### config.mk
export PLATFORM = sky130hd
export DESIGN_NAME = fetcher
export DESIGN_NICKNAME = d
export VERILOG_FILES = /design/src/rtl/gpu_pkg.sv /design/src/rtl/fetch_line_buffer.sv /design/src/rtl/fetcher.sv
export SDC_FILE = /design/constraint.sdc
export NUM_CORES = 1
export LEC_CHECK = 0
export ABC_CLOCK_PERIOD_IN_PS = 2200
export CORE_UTILIZATION = 49
export DETAILED_ROUTE_END_ITERATION = 6
export HOLD_SLACK_MARGIN = 0.02
export MAX_ROUTING_LAYER = met4
export PLACE_DENSITY_LB_ADDON = 0.15
export SLEW_MARGIN = 10
export SYNTH_ARGS = -nofsm -noshare
export SYNTH_HDL_FRONTEND = slang
export SYNTH_SLANG_ARGS = --single-unit
### constraint.sdc
create_clock -name clk -period 2.2 [get_ports clk]
set_input_delay 0.22 -clock clk [delete_from_list [all_inputs] [get_ports clk]]
set_output_delay 0.22 -clock clk [all_outputs]
set_load 0.1 [all_outputs]
### src/rtl/gpu_pkg.sv
// Shared encodings and widths for the core pipeline: scheduler states, fetcher states,
// and the program-memory geometry used by fetcher, pc_nzp and the decoder.
package gpu_pkg;

    localparam int PROGRAM_MEM_ADDR_BITS = 8;
    localparam int PROGRAM_MEM_DATA_BITS = 16;

    typedef enum logic [2:0] {
        CORE_IDLE    = 3'b000,
        CORE_FETCH   = 3'b001,
        CORE_DECODE  = 3'b010,
        CORE_REQUEST = 3'b011,
        CORE_WAIT    = 3'b100,
        CORE_EXECUTE = 3'b101,
        CORE_UPDATE  = 3'b110,
        CORE_DONE    = 3'b111
    } core_state_t;

    typedef enum logic [1:0] {
        FS_IDLE     = 2'b00,
        FS_FETCHING = 2'b01,
        FS_FETCHED  = 2'b10
    } fetcher_state_t;

endpackage

### src/rtl/fetch_line_buffer.sv
// One-entry instruction line buffer {valid, tag, data}. Cleared only by reset, since
// program memory is read-only for the life of a kernel.
module fetch_line_buffer
    import gpu_pkg::*;
#(
    parameter int ADDR_BITS = PROGRAM_MEM_ADDR_BITS,
    parameter int DATA_BITS = PROGRAM_MEM_DATA_BITS
) (
    input  logic                 clk,
    input  logic                 reset_n,
    input  logic                 wr_en,
    input  logic [ADDR_BITS-1:0] wr_tag,
    input  logic [DATA_BITS-1:0] wr_data,
    input  logic [ADDR_BITS-1:0] lookup_addr,
    output logic                 hit,
    output logic [DATA_BITS-1:0] rd_data
);

    logic                 valid;
    logic [ADDR_BITS-1:0] tag;
    logic [DATA_BITS-1:0] data;

    always_ff @(posedge clk or negedge reset_n) begin
        if (!reset_n) begin
            valid <= 1'b0;
            tag   <= '0;
            data  <= '0;
        end else if (wr_en) begin
            valid <= 1'b1;
            tag   <= wr_tag;
            data  <= wr_data;
        end
    end

    assign hit     = valid && (tag == lookup_addr);
    assign rd_data = data;

endmodule

### src/rtl/fetcher.sv
// Instruction fetch stage: owns the architectural PC, fetches the word at the PC over a
// valid/ready handshake and skips the round-trip when the line buffer already holds it.
module fetcher
    import gpu_pkg::*;
#(
    parameter int PROGRAM_MEM_ADDR_BITS = gpu_pkg::PROGRAM_MEM_ADDR_BITS,
    parameter int PROGRAM_MEM_DATA_BITS = gpu_pkg::PROGRAM_MEM_DATA_BITS
) (
    input  logic                             clk,
    input  logic                             reset_n,
    input  logic                             enable,
    input  logic [2:0]                       core_state,
    input  logic [PROGRAM_MEM_ADDR_BITS-1:0] next_pc,
    output logic [PROGRAM_MEM_ADDR_BITS-1:0] current_pc,
    output logic                             mem_read_valid,
    output logic [PROGRAM_MEM_ADDR_BITS-1:0] mem_read_address,
    input  logic                             mem_read_ready,
    input  logic [PROGRAM_MEM_DATA_BITS-1:0] mem_read_data,
    output logic [PROGRAM_MEM_DATA_BITS-1:0] instruction,
    output logic [1:0]                       fetcher_state,
    output logic                             fetch_hit
);

    fetcher_state_t state, state_nxt;

    logic [PROGRAM_MEM_ADDR_BITS-1:0] pc_q;
    logic                             valid_q, valid_nxt;
    logic [PROGRAM_MEM_ADDR_BITS-1:0] addr_q, addr_nxt;
    logic [PROGRAM_MEM_DATA_BITS-1:0] instr_q, instr_nxt;
    logic                             hit_q, hit_nxt;
    logic                             buf_wr;
    logic                             buf_hit;
    logic [PROGRAM_MEM_DATA_BITS-1:0] buf_data;

    fetch_line_buffer #(
        .ADDR_BITS(PROGRAM_MEM_ADDR_BITS),
        .DATA_BITS(PROGRAM_MEM_DATA_BITS)
    ) u_line_buffer (
        .clk        (clk),
        .reset_n    (reset_n),
        .wr_en      (buf_wr),
        .wr_tag     (pc_q),
        .wr_data    (mem_read_data),
        .lookup_addr(pc_q),
        .hit        (buf_hit),
        .rd_data    (buf_data)
    );

    always_ff @(posedge clk or negedge reset_n) begin
        if (!reset_n) begin
            pc_q <= '0;
        end else if (enable && core_state == CORE_UPDATE) begin
            pc_q <= next_pc;
        end
    end

    always_ff @(posedge clk or negedge reset_n) begin
        if (!reset_n) begin
            state   <= FS_IDLE;
            valid_q <= 1'b0;
            addr_q  <= '0;
            instr_q <= '0;
            hit_q   <= 1'b0;
        end else begin
            state   <= state_nxt;
            valid_q <= valid_nxt;
            addr_q  <= addr_nxt;
            instr_q <= instr_nxt;
            hit_q   <= hit_nxt;
        end
    end

    // hit_nxt defaults low every cycle so fetch_hit is a true single-cycle pulse.
    always_comb begin
        state_nxt = state;
        valid_nxt = valid_q;
        addr_nxt  = addr_q;
        instr_nxt = instr_q;
        hit_nxt   = 1'b0;
        buf_wr    = 1'b0;
        if (enable) begin
            case (state)
                FS_IDLE: begin
                    if (core_state == CORE_FETCH) begin
                        if (buf_hit) begin
                            instr_nxt = buf_data;
                            hit_nxt   = 1'b1;
                            state_nxt = FS_FETCHED;
                        end else begin
                            valid_nxt = 1'b1;
                            addr_nxt  = pc_q;
                            state_nxt = FS_FETCHING;
                        end
                    end
                end
                FS_FETCHING: begin
                    if (mem_read_ready) begin
                        instr_nxt = mem_read_data;
                        buf_wr    = 1'b1;
                        valid_nxt = 1'b0;
                        state_nxt = FS_FETCHED;
                    end
                end
                FS_FETCHED: begin
                    if (core_state == CORE_DECODE) begin
                        state_nxt = FS_IDLE;
                    end
                end
                default: begin
                    state_nxt = FS_IDLE;
                    valid_nxt = 1'b0;
                end
            endcase
        end
    end

    assign current_pc       = pc_q;
    assign mem_read_valid   = valid_q;
    assign mem_read_address = addr_q;
    assign instruction      = instr_q;
    assign fetcher_state    = state;
    assign fetch_hit        = hit_q;

endmodule

==> flow_metrics.tcl, run 1 <==
set metrics [dict create \
    critical_path.endpoint_type "flop" \
    async_reset_ff_frac 1.000 \
    postSynthCellCount 175 \
    synth_cell_types 26 \
    drive_gt1_frac 0.5521 \
    r2r-end "mem_read_address[0]" \
    multi_input_area_sq_mm 0.001067 \
    hold_path.class "in -> async" \
    row_count 26 \
    via_per_inst 5.027 \
    maxCapViolations 0 \
    drtAntennaViolNets 0 \
    avgSynthCellArea_sq_um 15.16 \
    yosys_warnings 0 \
    syn_area_sq_mm 0.002653 \
    die_area_sq_mm 0.005712 \
    grt_pass1_vias 1624 \
    postCtsHoldBufs 1 \
    synthSimpleGateAreaFrac 0.04434 \
    rsz0062_at_grt "no" \
    status "finished clean" \
    synth_seq_cells 61 \
    crit_path_cell_trace "xor2_1, nor3_2, nand2_1, o21ai_2, mux2_2" \
    synth-edff-count 0 \
    cp_data_arrival_time_ns 2.14 \
    dp_hpwl_mm 3.411 \
    nFillCells 391 \
    crit_type "reg -> reg" \
    drc 0 \
    muxShareOfSynthArea 0.3142 \
    antenna_cells 0 \
    rr_startpoint "current_pc[0]" \
    clk_path_buf_depth 2 \
    numCtsBuffers 9 \
    grt_start_max_net_pins 32 \
    final_common_cell "mux2_2" \
    pin_count 67 \
    port_buffers 66 \
    drt-initial-drc-count 57 \
    postRouteWirelength_mm 4.851 \
    rr_worst_depth 5 \
    gr-usage-all-layers 0.1926 \
    cp.required_ns 2.41 \
    start_util 0.5128 \
    antenna_found_initial 0 \
    crit_slowest_cell "o21ai_2" \
    setup_viol 0 \
    cts.htree.levels 3 \
    synth_nets 206 \
    slew_headroom 0.5394 \
    slowest_delay_ns 0.48 \
    clock_sinks 61 \
    tightest_slew_ns 0.6909 \
    post_cts.repair.setup_buffers 0 \
    period_share 0.8795 \
    finalHoldViolCount 0 \
    netlist.area_leader.share 0.5755 \
    yosys_most_used_dff "dfrtp_1" \
    synth_area_leaders "dfrtp_1 58%, mux2_2 26%, mux2_4 5.1%" \
    core_sq_mm 0.005172 \
    synth_xor_area_frac 0.02311 \
    dr_total_vias 1654 \
    seqCellArea_sq_mm 0.001539 \
    grt_overflow_total 0 \
    synth_top_family_by_area "multiplexers" \
    crit_path_max_fanout 10 \
    dieHeight_um 75.58 \
    synth_compound_area_frac 0.02075 \
    grt_pass1_wl_mm 7.638 \
    globalplace.congestion 0.8264 \
    cts-root-buf "clkbuf_8" \
    synth_area_leader_cell "dfrtp_1" \
    nNetsFinal 285 \
    fmaxAchievable_ghz 0.5168 \
    start_kind "flop" \
    ctsResizeCount 0 \
    final_util 0.6812 \
    regToRegSetupSlack_ns 0.26 \
    firstDrtPassIters 3 \
    clock_skew_ns 0.007009 \
    seq_area_frac_synth 0.5755 \
    fin_setup_tns_ns 0 \
    cts_tree "yes" \
    slew_violations 0 \
    final_cell_mix "61 x mux2_2, 51 x dfrtp_1, 42 x buf_4" \
    wl_per_cell_um 14.74 \
    die_x_um 75.58 \
    synth_fa_ha_area_frac 0 \
    clock_latency_ns 0.33 \
    clkSlewWorstSetupHoldPaths_ns 0.07 \
    fin_crit_ns 1.935 \
    area_delta_synth_final_pct 32.83 \
]
==> critical path: cells and delay by family, from the launching register on <==
kind            cells  cell delay [ns]
mux                 1             0.40
compound gates      1             0.48
xor+xnor            1             0.17
flops               1             0.43
simple gates        2             0.33
==> how the worst max path moves through the flow <==
| stage | startpoint | end | slack, ns | cells after the start |
|---|---|---|---|---|
| floorplan | fetcher_state[1] | instruction[10] | 0.11 | 5 |
| global placement | current_pc[0] | mem_read_address[1] | 0.25 | 5 |
| detailed placement | enable | instruction[12] | 0.22 | 7 |
| CTS | current_pc[0] | mem_read_address[0] | 0.26 | 5 |
| global route | current_pc[0] | mem_read_address[1] | 0.18 | 5 |
| finish | current_pc[0] | mem_read_address[0] | 0.26 | 5 |
==> flip-flops by register name (all words and copies together) (netlist names), 2 cells and up <==
register               count
current_pc                 8
fetcher_state              2
instruction               16
mem_read_address           8
u_line_buffer.rd_data     16
u_line_buffer.tag          8
==> cell usage after synthesis (2+ instances only) <==
master	count
xor2_1	6
o21ai_0	3
clkbuf_1	3
mux2_4	9
nor3_2	2
nor2_1	2
dfrtp_1	61
mux2_2	61
inv_1	3
nand2_1	8
nand2b_1	2
==> layout make-up <==
type	instances	area share
flip-flops and latches	61	0.4368
multi-input cells	105	0.3029
repair buffers	74	0.1818
clock buffers	12	0.04403
well taps	70	0.02486
clock inverters	4	0.006392
inverters	3	0.003196
==> kinds of logic after synthesis <==
kind of cell,count (synthesis)
AOI/OAI and AO/OA,8
xor gates and xnor gates,7
buffers and inverters,9
DFF,61
muxes,71
and+or+nand+nor,19
==> stage by stage <==
stage / hold slack [ns] / worst slack, ns / cell area (sq um) / std cells
floorplan: -0.07559 / 0.1114 / 2665 / 175
global route: 0.5047 / 0.1792 / 3523 / 329
global placement: 0.2976 / 0.2523 / 3336 / 312
CTS: 0.4708 / 0.2588 / 3523 / 329
finish: 0.4689 / 0.2650 / 3523 / 329
detailed placement: 0.2927 / 0.2194 / 3336 / 312
==> per-layer routing <==
metal | vias to the layer above | routed length, um | GRT usage
met5 | - | 0 | -
met2 | 44 | 2292 | 0.2817
met4 | 0 | 94 | 0.1193
met1 | 820 | 2273 | 0.2454
li1 | 781 | - | -
met3 | 9 | 190 | 0.04101
Power of run 1 is not shown: default switching activity piles up to over one toggle a cycle in this logic, so the estimate is an artifact.
==> run 2: changes to the inputs <==
- CTS_CLUSTER_SIZE: unset -> 28
==> results of run 2 <==
The final DEF is identical to that of run 1; final timing and power are the same.
Power of run 2 is left out for the same reason.
